--- src/rtl/kbd_pkg.sv ---
// Shared scan codes, decoder state type and timing helper for the
// PS/2 keyboard front end of the character controller.
package kbd_pkg;

    localparam logic [7:0] SC_A     = 8'h1C;
    localparam logic [7:0] SC_D     = 8'h23;
    localparam logic [7:0] SC_W     = 8'h1D;
    localparam logic [7:0] SC_SPACE = 8'h29;
    localparam logic [7:0] SC_ENTER = 8'h5A;
    localparam logic [7:0] SC_EXT   = 8'hE0;
    localparam logic [7:0] SC_BRK   = 8'hF0;
    localparam logic [7:0] SC_LEFT  = 8'h6B;
    localparam logic [7:0] SC_RIGHT = 8'h74;
    localparam logic [7:0] SC_UP    = 8'h75;

    typedef enum logic [1:0] {
        DEC_IDLE,
        DEC_EXT,
        DEC_BRK,
        DEC_EXT_BRK
    } dec_state_t;

    // Idle-clock abort window expressed in system clock cycles.
    function automatic int unsigned timeout_cycles(input int unsigned clk_hz,
                                                   input int unsigned us);
        return clk_hz / 1_000_000 * us;
    endfunction

endpackage

--- src/rtl/char_kbd_decoder_ps2_rx.sv ---
// PS/2 device-to-host frame receiver: synchronises the keyboard lines,
// shifts in 11-bit frames on falling ps2_clk edges, checks start/parity/stop
// and aborts a stalled frame after an idle timeout.
module ps2_rx
    import kbd_pkg::*;
#(
    parameter int unsigned CLK_HZ      = 65_000_000,
    parameter int unsigned TIMEOUT_US  = 200,
    parameter int          SYNC_STAGES = 2
) (
    input  logic       clk,
    input  logic       rst,
    input  logic       ps2_clk,
    input  logic       ps2_data,
    output logic [7:0] code,
    output logic       code_valid,
    output logic       rx_err,
    output logic       rx_tmo
);

    localparam int unsigned TIMEOUT_CYCLES = timeout_cycles(CLK_HZ, TIMEOUT_US);
    localparam int          TW             = $clog2(TIMEOUT_CYCLES + 1);
    localparam logic [TW-1:0] TMO_LOAD     = TW'(TIMEOUT_CYCLES - 1);

    logic [SYNC_STAGES-1:0] clk_sync;
    logic [SYNC_STAGES-1:0] data_sync;
    logic                   clk_s;
    logic                   data_s;
    logic                   clk_prev;
    logic                   fall;
    logic [3:0]             bit_cnt;
    logic [9:0]             shreg;
    logic [TW-1:0]          tmo_cnt;
    logic                   frame_ok;

    assign clk_s  = clk_sync[SYNC_STAGES-1];
    assign data_s = data_sync[SYNC_STAGES-1];
    assign fall   = clk_prev & ~clk_s;

    // shreg[0] = start, shreg[8:1] = D0..D7, shreg[9] = parity; stop is the live sample
    assign frame_ok = ~shreg[0] & (^shreg[9:1]) & data_s;

    // Synchronisers idle high so reset never looks like a falling edge
    always_ff @(posedge clk or negedge rst) begin
        if (!rst) begin
            clk_sync  <= '1;
            data_sync <= '1;
            clk_prev  <= 1'b1;
        end else begin
            clk_sync  <= {clk_sync[SYNC_STAGES-2:0], ps2_clk};
            data_sync <= {data_sync[SYNC_STAGES-2:0], ps2_data};
            clk_prev  <= clk_s;
        end
    end

    // Bit collection, frame check and idle timeout (down-counter reloaded on each edge)
    always_ff @(posedge clk or negedge rst) begin
        if (!rst) begin
            bit_cnt    <= 4'd0;
            shreg      <= '0;
            tmo_cnt    <= TMO_LOAD;
            code       <= 8'h00;
            code_valid <= 1'b0;
            rx_err     <= 1'b0;
            rx_tmo     <= 1'b0;
        end else begin
            code_valid <= 1'b0;
            rx_err     <= 1'b0;
            rx_tmo     <= 1'b0;
            if (fall) begin
                tmo_cnt <= TMO_LOAD;
                if (bit_cnt == 4'd10) begin
                    bit_cnt <= 4'd0;
                    if (frame_ok) begin
                        code       <= shreg[8:1];
                        code_valid <= 1'b1;
                    end else begin
                        rx_err <= 1'b1;
                    end
                end else begin
                    shreg   <= {data_s, shreg[9:1]};
                    bit_cnt <= bit_cnt + 4'd1;
                end
            end else if (bit_cnt != 4'd0) begin
                if (tmo_cnt == '0) begin
                    rx_err  <= 1'b1;
                    rx_tmo  <= 1'b1;
                    bit_cnt <= 4'd0;
                    tmo_cnt <= TMO_LOAD;
                end else begin
                    tmo_cnt <= tmo_cnt - TW'(1);
                end
            end
        end
    end

endmodule

--- src/rtl/char_kbd_decoder.sv ---
// Keyboard decoder top: receives PS/2 scan codes, tracks make/break of the
// movement keys as held levels and emits a start pulse on Enter.
//
// state       | meaning
// DEC_IDLE    | no prefix pending
// DEC_EXT     | E0 seen, next code is an extended key (or F0)
// DEC_BRK     | F0 seen, next code is a plain-key break
// DEC_EXT_BRK | E0 F0 seen, next code is an extended-key break
module char_kbd_decoder
    import kbd_pkg::*;
#(
    parameter int unsigned CLK_HZ      = 65_000_000,
    parameter int unsigned TIMEOUT_US  = 200,
    parameter int          SYNC_STAGES = 2
) (
    input  logic clk,
    input  logic rst,
    input  logic ps2_clk,
    input  logic ps2_data,
    output logic stepleft,
    output logic stepright,
    output logic stepjump,
    output logic start_pls,
    output logic frame_err
);

    logic [7:0] code;
    logic       code_valid;
    logic       rx_err;
    logic       rx_tmo;

    dec_state_t dec_state;
    dec_state_t dec_next;
    logic       is_make;
    logic       is_brk;
    logic       is_ext;

    logic a_h, d_h, w_h, sp_h, l_h, r_h, u_h;
    logic a_n, d_n, w_n, sp_n, l_n, r_n, u_n;
    logic start_req;

    ps2_rx #(
        .CLK_HZ      (CLK_HZ),
        .TIMEOUT_US  (TIMEOUT_US),
        .SYNC_STAGES (SYNC_STAGES)
    ) u_rx (
        .clk        (clk),
        .rst        (rst),
        .ps2_clk    (ps2_clk),
        .ps2_data   (ps2_data),
        .code       (code),
        .code_valid (code_valid),
        .rx_err     (rx_err),
        .rx_tmo     (rx_tmo)
    );

    assign frame_err = rx_err;

    // Decoder state register
    always_ff @(posedge clk or negedge rst) begin
        if (!rst) dec_state <= DEC_IDLE;
        else      dec_state <= dec_next;
    end

    // Prefix tracking: classify each received code as make/break, plain/extended
    always_comb begin
        dec_next = dec_state;
        is_make  = 1'b0;
        is_brk   = 1'b0;
        is_ext   = 1'b0;
        if (code_valid) begin
            unique case (dec_state)
                DEC_IDLE: begin
                    if (code == SC_EXT)      dec_next = DEC_EXT;
                    else if (code == SC_BRK) dec_next = DEC_BRK;
                    else                     is_make  = 1'b1;
                end
                DEC_EXT: begin
                    if (code == SC_BRK) begin
                        dec_next = DEC_EXT_BRK;
                    end else if (code != SC_EXT) begin
                        is_make  = 1'b1;
                        is_ext   = 1'b1;
                        dec_next = DEC_IDLE;
                    end
                end
                DEC_BRK: begin
                    is_brk   = 1'b1;
                    dec_next = DEC_IDLE;
                end
                DEC_EXT_BRK: begin
                    is_brk   = 1'b1;
                    is_ext   = 1'b1;
                    dec_next = DEC_IDLE;
                end
                default: dec_next = DEC_IDLE;
            endcase
        end
        if (rx_tmo) dec_next = DEC_IDLE;
    end

    // Next value of each held flag; unknown codes leave every flag alone
    always_comb begin
        a_n  = a_h;
        d_n  = d_h;
        w_n  = w_h;
        sp_n = sp_h;
        l_n  = l_h;
        r_n  = r_h;
        u_n  = u_h;
        if (is_make || is_brk) begin
            if (!is_ext) begin
                if (code == SC_A)     a_n  = is_make;
                if (code == SC_D)     d_n  = is_make;
                if (code == SC_W)     w_n  = is_make;
                if (code == SC_SPACE) sp_n = is_make;
            end else begin
                if (code == SC_LEFT)  l_n  = is_make;
                if (code == SC_RIGHT) r_n  = is_make;
                if (code == SC_UP)    u_n  = is_make;
            end
        end
    end

    // Held flags and the Enter request, updated the cycle after code_valid
    always_ff @(posedge clk or negedge rst) begin
        if (!rst) begin
            a_h       <= 1'b0;
            d_h       <= 1'b0;
            w_h       <= 1'b0;
            sp_h      <= 1'b0;
            l_h       <= 1'b0;
            r_h       <= 1'b0;
            u_h       <= 1'b0;
            start_req <= 1'b0;
        end else begin
            a_h       <= a_n;
            d_h       <= d_n;
            w_h       <= w_n;
            sp_h      <= sp_n;
            l_h       <= l_n;
            r_h       <= r_n;
            u_h       <= u_n;
            start_req <= is_make && (code == SC_ENTER);
        end
    end

    // Registered outputs; left+right together is left for the movement stage to resolve
    always_ff @(posedge clk or negedge rst) begin
        if (!rst) begin
            stepleft  <= 1'b0;
            stepright <= 1'b0;
            stepjump  <= 1'b0;
            start_pls <= 1'b0;
        end else begin
            stepleft  <= a_h | l_h;
            stepright <= d_h | r_h;
            stepjump  <= w_h | sp_h | u_h;
            start_pls <= start_req;
        end
    end

endmodule

--- config.mk ---
export PLATFORM = sky130hd
export DESIGN_NAME = char_kbd_decoder
export DESIGN_NICKNAME = d
export VERILOG_FILES = /design/src/rtl/kbd_pkg.sv /design/src/rtl/char_kbd_decoder_ps2_rx.sv /design/src/rtl/char_kbd_decoder.sv
export SDC_FILE = /design/constraint.sdc
export NUM_CORES = 1
export LEC_CHECK = 0
export ABC_AREA = 1
export BUFFER_PORTS_ARGS = -buffer_cell sky130_fd_sc_hd__buf_2
export CORE_MARGIN = 10
export CORE_UTILIZATION = 55
export DETAILED_ROUTE_END_ITERATION = 16
export PLACE_DENSITY_LB_ADDON = 0.05
export SYNTH_ARGS = -nofsm -noshare
export SYNTH_HDL_FRONTEND = slang
export SYNTH_SLANG_ARGS = --single-unit
--- constraint.sdc ---
create_clock -name clk -period 2.3 [get_ports clk]
set_clock_uncertainty 0.2 [all_clocks]
set_input_delay 0.345 -clock clk [delete_from_list [all_inputs] [get_ports clk]]
set_output_delay 0.345 -clock clk [all_outputs]
set_load 0.03 [all_outputs]
==> out/results.txt <==
The run finished with clean final reports. Of all flip-flops after synthesis, the portion carrying an async set or reset was 100%. For this design, the slowest cell found on the critical path is dfstp_2. Count of buffers inserted at the top-level ports: 8.

The library cell appearing most often on the critical path is nor2_1. The detailed-route wire length was 5470 um. Among all flip-flop cells after synthesis, the most frequent one is dfrtp_1. Number of global-route vias before repair: 2,214. Number of max-slew violations in the final report: 0.

The commonest cells after synthesis are nand2_1 (93), dfrtp_1 (45), inv_1 (39). The area of the mapped netlist was 0.00292 mm2; the part of the cycle the worst path needs was 87.0%. Measured along the x axis, the die boundary spans 92.9 um. Setup violations remaining at the end of the flow were counted as 0.

9 I/O pins were placed. In this run the deepest clock path goes through 2 buffers. The fraction of layout instances using a drive strength above 1 is 16.8%.

The cell chosen for the clock root was clkbuf_8. The routed wirelength normalized by instance count was 12.1 um; the number of diodes added for antenna fixing was 0. The pre-antenna-repair detailed-routing pass consisted of 6 iterations. For the via total after detailed routing, the log shows 2,322. After clock tree synthesis, the clock-pin slew on the worst setup and hold paths is 0.06 ns.

Buffers inserted to repair hold after CTS numbered 3. For the area of all placed cells without fillers, the log shows 0.00331 mm2. Entering global routing, the biggest net connects 34 pins. The layout overhead on the synthesized area came out at 13.3%. Traced cell by cell, the critical path runs through inv_1 > ha_1 > nand3_1 > nor2_1 > nand3_2 > nand2_2 > inv_2 > o21ai_0 > nor2_1.

The tool flagged a number of max-cap violations equal to 0. Library cell with the highest instance count after synthesis: nand2_1. Data on the critical path arrives at its endpoint at 2.03 ns. For the total count of hold-check failures in the final report, the log shows 0. The run gives 29 as the count of distinct cell types in the synthesized netlist. Headroom to the max-slew limit came out at 70.2%. The logs give 500 MHz for the timing-limited maximum frequency and 0 for the number of DRC violations after detailed routing.

Synthesis produced 356 cells. The floorplan step defined a die boundary enclosing 0.00863 mm2. The run gives 0 as the post-cts resize count.

Sorting the synthesized cells by area gives the leading types as dfrtp_1 (39%), nand2_1 (12%), dfstp_2 (12%). Using the TritonRoute via totals, the vias-per-cell ratio works out to 5.14. The first-pass GRT wire length was 9920 um; the leakage power summed over all cells was 0.00157 uW. In the global route stage, overall resource usage came out at 14.1%.

The nature of the critical path endpoint was a flop. The floorplan step defined a core boundary enclosing 0.00514 mm2. The run gives 2.32 ns as the worst endpoint required time. The final HPWL from detailed placement was 3940 um.

In this run the remaining antenna-violating nets after routing total 0. The run gives 0 as the number of antenna violations at the first check in global routing. The post-CTS repair timing setup buffer count came out at 0. For the pin with the worst max-slew slack, the measured transition is 0.447 ns. After routing, the total negative slack on setup checks comes to 0 ns.

TritonCTS built the clock tree. In this run, synthesis inferred 0 flip-flops with an integrated enable. The tools report the sort of element at the start of the critical path as a flop. The total power is 2910 uW. The worst setup path category is flop to flop. At the end of the flow, the number of nets in the layout was 386. Dividing total power by cell area gives a power density of 879 mW/mm2. Family with the most delay on the worst path: simple AND/OR/NAND/NOR gates. Chip height: 92.9 um. The count of yosys warnings during synthesis is 0. The biggest fanout along the worst timing path is 12, and the effective utilization at floorplan is 56.9%. The first-iteration detailed-routing DRC count was 85.

Setup repair after global routing left no endpoint under its margin. The worst-case vdd ir drop is 709 uV. The clock net in this run drives a total of 58 sinks.

The H-tree was split into 3 levels. Synthesis inferred 58 register bits. Sequential elements use 50.2% of the synthesized area. The fraction of the core area covered by cells at the end of the flow is 64.4%.

The largest incremental delay on the critical path is 0.39 ns, and the average cell area after synthesis is 8.21 um2. The run gives 365 as the net count after synthesis. The final critical path time including I/O delays and setup came out at 2.00 ns. Dominant cell type by area after synthesis: dfrtp_1. The instance area after placement is 0.00304 mm2, and the final weighted congestion in routability-driven placement is 0.901. The tightest min-delay check is of the flop to flop type.

The initialized floorplan defines 26 standard-cell rows. The later pin in the worst-skew pair is clocked with a latency of 0.33 ns. Summed over its instances, the top area cell type makes up 38.5% of the synthesized netlist area. The CTS buffer count came out at 9. The number of buffer and inverter stages on the critical path is 2.

Summed over all layers, the global routing overflow is 0.
cells by family after synthesis:
| group | Yosys count | synth area share (%) |
|---|---|---|
| AO/OA/AOI/OAI | 41 | 7.15 |
| buffers and inverters | 45 | 6.29 |
| AND/OR/NAND/NOR | 201 | 32.4 |
| flip-flops | 58 | 50.2 |
| adder cells (fa/ha/maj) | 5 | 2.14 |
| XOR/XNOR | 6 | 1.80 |
stage by stage:
stage	hold slack [ns]	instances	setup slack, ns
3_5_place_dp	0.137	433	0.335
2_1_floorplan	-0.151	356	0.590
5_1_grt	0.161	452	0.0952
3_3_place_gp	0.141	433	0.346
4_1_cts	0.151	452	0.319
6_report	0.149	452	0.299
worst paths after layout:
check | startpoint | to | slack (ns) | cells past startpoint
worst min register to register | start_req | start_pls | 0.15 | 0
max in group asynchronous | rst | u_rx.tmo_cnt[6] | 1.19 | 3
min in group asynchronous | rst | a_h | 0.35 | 3
worst min-delay path | start_req | start_pls | 0.15 | 0
worst max-delay path | u_rx.tmo_cnt[0] | u_rx.bit_cnt[2] | 0.30 | 9
worst max register to register | u_rx.tmo_cnt[0] | u_rx.bit_cnt[2] | 0.30 | 9
routing by layer:
layer  global-route usage [%]  wire (um)
met4                     7.33        107
met5                        0          0
met1                     18.4       2800
met2                     20.9       2400
met3                     3.63        164
layout make-up:
type / count / area (um2)
clock inverter: 4 / 72.6
inverter: 41 / 154
multi-input combinational: 253 / 1270
clock buffer: 12 / 165
tap: 70 / 87.6
timing repair buffer: 14 / 92.6
sequential: 58 / 1470
fill: 445 / 1830
sequential cells by signal, summed over array words and instances, names as in the netlist, 2 cells and up:
name,cells
u_rx.data_sync,2
dec_state,2
u_rx.clk_sync,2
u_rx.tmo_cnt,14
u_rx.bit_cnt,4
u_rx.code,8
u_rx.shreg,10
placed cells by master, fill, tap and decap left out, drive strengths merged, types with 2 or more instances in the layout:
cell type and instances:
clkbuf 12, nor2 40, nand3 24, xnor2 2, nor3 12, dfstp 13, inv 41, nand2 99
dfrtp 45, buf 11, or2 3, o21ai 33, nand3b 3, ha 5, bufinv 2, nand4 17
dlygate4sd3 3, xor2 4, a21oi 6
power by group:
part | internal [uW] | switching, uW | total [uW] | leakage (uW)
registers | 1160 | 111 | 1270 | 0.000752
logic | 188 | 370 | 558 | 0.000695
clock network | 696 | 390 | 1090 | 0.000119
Power figures use the tool's default switching activity.
